==> src/rtl/uart_arb_pkg.sv <==
// Shared types and default constants for the UART TX arbiter.
package uart_arb_pkg;

   localparam int DEF_N_REQ     = 4;
   localparam int DEF_DATA_BITS = 8;
   localparam int DEF_TIMEOUT   = 16;

   typedef enum logic {
      IDLE   = 1'b0,
      LOCKED = 1'b1
   } arb_state_t;

endpackage

==> src/rtl/rr_picker.sv <==
// Round-robin picker: first set request bit at or after the pointer, wrapping.
module rr_picker
   import uart_arb_pkg::*;
#(
   parameter int N_REQ = DEF_N_REQ,
   parameter int IDX_W = (N_REQ > 1) ? $clog2(N_REQ) : 1
) (
   input  logic [N_REQ-1:0] req,
   input  logic [IDX_W-1:0] pointer,
   output logic [IDX_W-1:0] index,
   output logic             valid
);

   // Scan farthest to nearest so the nearest set bit at or after the pointer wins.
   always_comb begin
      index = '0;
      valid = 1'b0;
      for (int k = N_REQ - 1; k >= 0; k--) begin
         if (req[(int'(pointer) + k) % N_REQ]) begin
            index = IDX_W'((int'(pointer) + k) % N_REQ);
            valid = 1'b1;
         end
      end
   end

endmodule

==> src/rtl/uart_tx_arbiter.sv <==
// Burst-locking round-robin arbiter sharing one UART TX FIFO among requesters.
module uart_tx_arbiter
   import uart_arb_pkg::*;
#(
   parameter int N_REQ     = DEF_N_REQ,
   parameter int DATA_BITS = DEF_DATA_BITS,
   parameter int TIMEOUT   = DEF_TIMEOUT
) (
   input  logic                       clk,
   input  logic                       reset,
   input  logic [N_REQ-1:0]           req,
   input  logic [N_REQ*DATA_BITS-1:0] req_data,
   input  logic [N_REQ-1:0]           req_last,
   output logic [N_REQ-1:0]           ack,
   output logic [N_REQ-1:0]           grant,
   input  logic                       tx_full,
   output logic                       wr_uart,
   output logic [DATA_BITS-1:0]       wr_data,
   output logic                       busy
);

   localparam int IDX_W = (N_REQ > 1) ? $clog2(N_REQ) : 1;
   localparam int CNT_W = $clog2(TIMEOUT) + 1;
   localparam logic [CNT_W-1:0] CNT_LAST = CNT_W'(TIMEOUT - 1);
   localparam logic [IDX_W-1:0] IDX_LAST = IDX_W'(N_REQ - 1);

   arb_state_t       state, state_nxt;
   logic [IDX_W-1:0] owner, owner_nxt;
   logic [IDX_W-1:0] pointer, pointer_nxt;
   logic [CNT_W-1:0] cnt, cnt_nxt;

   logic [IDX_W-1:0]     pick_idx;
   logic                 pick_valid;
   logic                 owner_req;
   logic                 owner_last;
   logic [DATA_BITS-1:0] owner_data;
   logic [IDX_W-1:0]     after_owner;

   rr_picker #(
      .N_REQ (N_REQ),
      .IDX_W (IDX_W)
   ) u_picker (
      .req     (req),
      .pointer (pointer),
      .index   (pick_idx),
      .valid   (pick_valid)
   );

   assign owner_req   = req[owner];
   assign owner_last  = req_last[owner];
   assign owner_data  = req_data[int'(owner)*DATA_BITS +: DATA_BITS];
   assign after_owner = (owner == IDX_LAST) ? '0 : owner + 1'b1;

   // State, owner, round-robin pointer and stall counter registers.
   always_ff @(posedge clk or posedge reset) begin
      if (reset) begin
         state   <= IDLE;
         owner   <= '0;
         pointer <= '0;
         cnt     <= '0;
      end else begin
         state   <= state_nxt;
         owner   <= owner_nxt;
         pointer <= pointer_nxt;
         cnt     <= cnt_nxt;
      end
   end

   // Grant selection, beat forwarding, burst end and stall-timeout release.
   always_comb begin
      state_nxt   = state;
      owner_nxt   = owner;
      pointer_nxt = pointer;
      cnt_nxt     = cnt;
      grant       = '0;
      ack         = '0;
      wr_uart     = 1'b0;
      wr_data     = '0;
      busy        = 1'b0;
      case (state)
         IDLE: begin
            if (pick_valid) begin
               owner_nxt = pick_idx;
               cnt_nxt   = '0;
               state_nxt = LOCKED;
            end
         end
         LOCKED: begin
            grant[owner] = 1'b1;
            busy         = 1'b1;
            if (!tx_full) begin
               if (owner_req) begin
                  wr_uart    = 1'b1;
                  wr_data    = owner_data;
                  ack[owner] = 1'b1;
                  cnt_nxt    = '0;
                  if (owner_last) begin
                     state_nxt   = IDLE;
                     pointer_nxt = after_owner;
                  end
               end else if (cnt >= CNT_LAST) begin
                  state_nxt   = IDLE;
                  pointer_nxt = after_owner;
                  cnt_nxt     = '0;
               end else begin
                  cnt_nxt = cnt + 1'b1;
               end
            end
         end
         default: begin
            state_nxt = IDLE;
         end
      endcase
   end

endmodule

==> config.mk <==
export PLATFORM = sky130hd
export DESIGN_NAME = uart_tx_arbiter
export DESIGN_NICKNAME = d
export VERILOG_FILES = /design/src/rtl/uart_arb_pkg.sv /design/src/rtl/rr_picker.sv /design/src/rtl/uart_tx_arbiter.sv
export SDC_FILE = /design/constraint.sdc
export NUM_CORES = 1
export LEC_CHECK = 0
export CORE_MARGIN = 3
export CORE_UTILIZATION = 33
export CTS_CLUSTER_SIZE = 28
export DETAILED_ROUTE_END_ITERATION = 6
export GPL_ROUTABILITY_DRIVEN = 0
export PLACE_DENSITY = 0.8
export SYNTH_ARGS = -nofsm -noshare
export SYNTH_HDL_FRONTEND = slang
export SYNTH_HIERARCHICAL = 1
export SYNTH_SLANG_ARGS = --single-unit
==> constraint.sdc <==
create_clock -name clk -period 2.24 [get_ports clk]
set_input_delay 0.336 -clock clk [delete_from_list [all_inputs] [get_ports clk]]
set_output_delay 0.336 -clock clk [all_outputs]
set_load 0.01 [all_outputs]
==> results of run 1 <==
registers in the layout, indices dropped and copies added, names as in the netlist:
signal   flops
pointer      2
owner        2
cnt          5
state        1
cell type report:
class,instances,area (um^2),area share (%)
Inverter,4,15.0,0.839
Timing Repair Buffer,84,756,42.2
Sequential cell,10,251,14.0
Clock buffer,3,22.5,1.26
Multi-Input combinational cell,79,708,39.6
Tap cell,30,37.5,2.10
Yosys cell counts (all sizes together), types with 2 or more instances:
master | instances | area [um^2]
a211oi | 2 | 20.0
clkbuf | 3 | 11.3
and3 | 13 | 81.3
nor2 | 9 | 33.8
ha | 6 | 75.1
and2 | 5 | 31.3
inv | 4 | 15.0
mux4 | 10 | 225
mux2 | 2 | 22.5
nor2b | 3 | 18.8
nor3 | 2 | 10.0
o21ai | 6 | 30.0
nand2 | 6 | 22.5
a21oi | 2 | 10.0
dfrtp | 10 | 250
nand2b | 3 | 18.8
per-layer routing:
layer  wire length (um)  vias to the layer above  track usage, %
met5                  0                        -               0
met2               2090                       65            41.8
li1                   -                      532               -
met3                275                       12            3.67
met4                152                        0            10.8
met1               1450                      582            25.3
worst max-delay path: stages (launching register included):
cell and delay (ns):
dfrtp_2 0.42, mux4_2 0.57, buf_4 0.16, buf_4 0.13, or4_4 0.52, o221a_1 0.27, nor2_1 0.11
stage by stage:
step / hold slack [ns] / setup TNS [ns]
floorplan: 0.176 / 0
global placement: 0.479 / -2.38
detailed placement: 0.486 / -3.32
CTS: 0.348 / -0.0231
global route: 0.371 / -0.0912
finish: 0.340 / -0.0127
repair_timing:
action                                  4_1_cts  5_1_grt
setup buffers                                 8        0
gates resized for setup                      32       15
endpoints found under the setup margin       16       15
hold endpoints to repair                      0        0
cloned                                        1        0
worst max-delay path by stage:
stage | end | depth (start not counted)
CTS | ack[3] | 5
global route | cnt[2] | 6
global placement | ack[0] | 4
finish | cnt[2] | 6
floorplan | cnt[2] | 7
detailed placement | ack[3] | 4
power by group:
part | internal, mW | switching, mW | leakage [nW]
Combinational | 0.666 | 0.502 | 0.730
Clock | 0.0619 | 0.0584 | 0.0138
Sequential | 0.242 | 0.0711 | 0.125
Total | 0.970 | 0.632 | 0.869
cells in the final DEF, fill, tap and decap left out, drive strengths merged:
cell type,n
dfrtp,10
buf,28
and4,1
nand3,1
nor3,2
dlygate4sd2,13
mux2,2
mux4,11
nand2b,3
clkdlybuf4s50,39
nor2,9
clkbuf,4
or2,1
dlymetal6s2s,2
nor3b,1
nor4,1
inv,4
o21ai,6
and2,5
nand2,6
or4,1
and3,13
a22o,1
a211oi,2
mux2i,1
o221a,1
nor2b,3
ha,6
a21oi,2
clkdlybuf4s15,1
cell families (layout without fill, tap and decap cells):
kind of cell | Yosys count | after routing | share of synthesized area, %
buf+inv | 8 | 91 | 3.27
flops | 10 | 10 | 26.2
compound gates | 12 | 12 | 8.38
mux | 13 | 14 | 27.0
simple gates | 47 | 47 | 27.4
fa+ha+maj | 6 | 6 | 7.85
==> flow_summary.yaml, run 1 <==
placed_design:
  dpl.cell_count: 198
  portBuffers: 60
  dp_hpwl_um: 2820
  placed_cell_area_um2: 1700
  dp_worst_setup_slack_ns: -0.223
sta:
  setup_ws_ns: -0.0127
  finalHoldViolations: 0
  skew_ns: 0.0105
  relSlewSlack_pct: 74.2
  rsz0062_at_grt: "true"
  drv_slew: 0
  min_period_ns: 2.25
  post-route-period-util_pct: 101
  fmax_ghz: 0.444
  worstMarginPinSlew_ns: 0.387
  finalSetupViolations: 1
critical_path:
  cp.arrival_ns: 2.45
  r2r_setup_slack_ns: -0.01
  startpoint_type: "register"
  rr_endpoint: "cnt[2]"
  critPathCaptureType: "register"
  r2r_start: "owner[0]"
  crit_type: "register to register"
  required_ns: 2.44
  cp-startpoint: "owner[0]"
  worst-path-max-fanout: 5
  rr_worst_depth: 6
yosys:
  synth_cells: 96
  postSynth.asyncResetShare_pct: 100
  syn_avg_cell_area_um2: 9.96
  yosys_most_used_dff: "dfrtp_1"
  synth_cell_types: 27
  ys_seq_elements: 10
  yosysWarnings: 6
  synth-edff-count: 0
  yosysSeqAreaShare_pct: 26.2
  syn-num-nets: 145
  syn-cell-area_um2: 956
clocking:
  insertion_delay_ns: 0.27
  cts_sinks: 10
  cts_tree: "yes"
  clockRootBuffer: "clkbuf_4"
  clk_pin_slew_ns: 0.07
  clockBufferDepth: 2
  postCtsHoldBufs: 0
  cts_made_buffers: 3
  ctsHtreeMaxLevel: 1
layout:
  fin_util_pct: 68.5
  fin_cells: 210
  fin_nets: 231
  drive_gt1_share_pct: 28.9
  diodes: 0
  area_growth_pct: 87.3
  fin_area_um2: 1790
  fill_cells: 190
pwr:
  leakage_nw: 0.869
  p_total_mw: 1.60
  ir_drop_mv: 0.710
  powerDensity_nw_per_um2: 895
job:
  maxCapViolations: 0
min_path:
  min_path_type: "primary input to async pin"
grt:
  antenna_found_initial: 0
  overflow: 0
  track_usage_pct: 22.8
  grt_pass1_vias: 1231
  grt_first_pass_wirelength_um: 5960
  grt_max_degree: 13
drt:
  drt_wl_total_um: 3960
  firstDrtPassIters: 4
  vias: 1191
  postRouteAntennaNets: 0
  drt_iter0_drc: 57
  drc: 0
  vias_per_cell: 5.67
  detail_route.wl_per_cell_um: 18.9
floorplanning:
  die_w_um: 59.8
  die_h_um: 59.8
  rows: 18
  boundaryPins: 61
  initial_utilization_pct: 36.6
  core_area_um2: 2610
  dieArea_um2: 3580
run_status:
  violations: "negative setup slack"
  status: "complete, but fails checks"
No activity file was read; power rests on OpenSTA's default activity.
==> run 2, diff against run 1 <==
--- a/config.mk
+++ b/config.mk
@@ -11,6 +11,7 @@
 export DETAILED_ROUTE_END_ITERATION = 6
 export GPL_ROUTABILITY_DRIVEN = 0
 export PLACE_DENSITY = 0.8
+export SLEW_MARGIN = 5
 export SYNTH_ARGS = -nofsm -noshare
 export SYNTH_HDL_FRONTEND = slang
 export SYNTH_HIERARCHICAL = 1
==> results of run 2 <==
Final layout, timing and power as in run 1 (identical DEF).
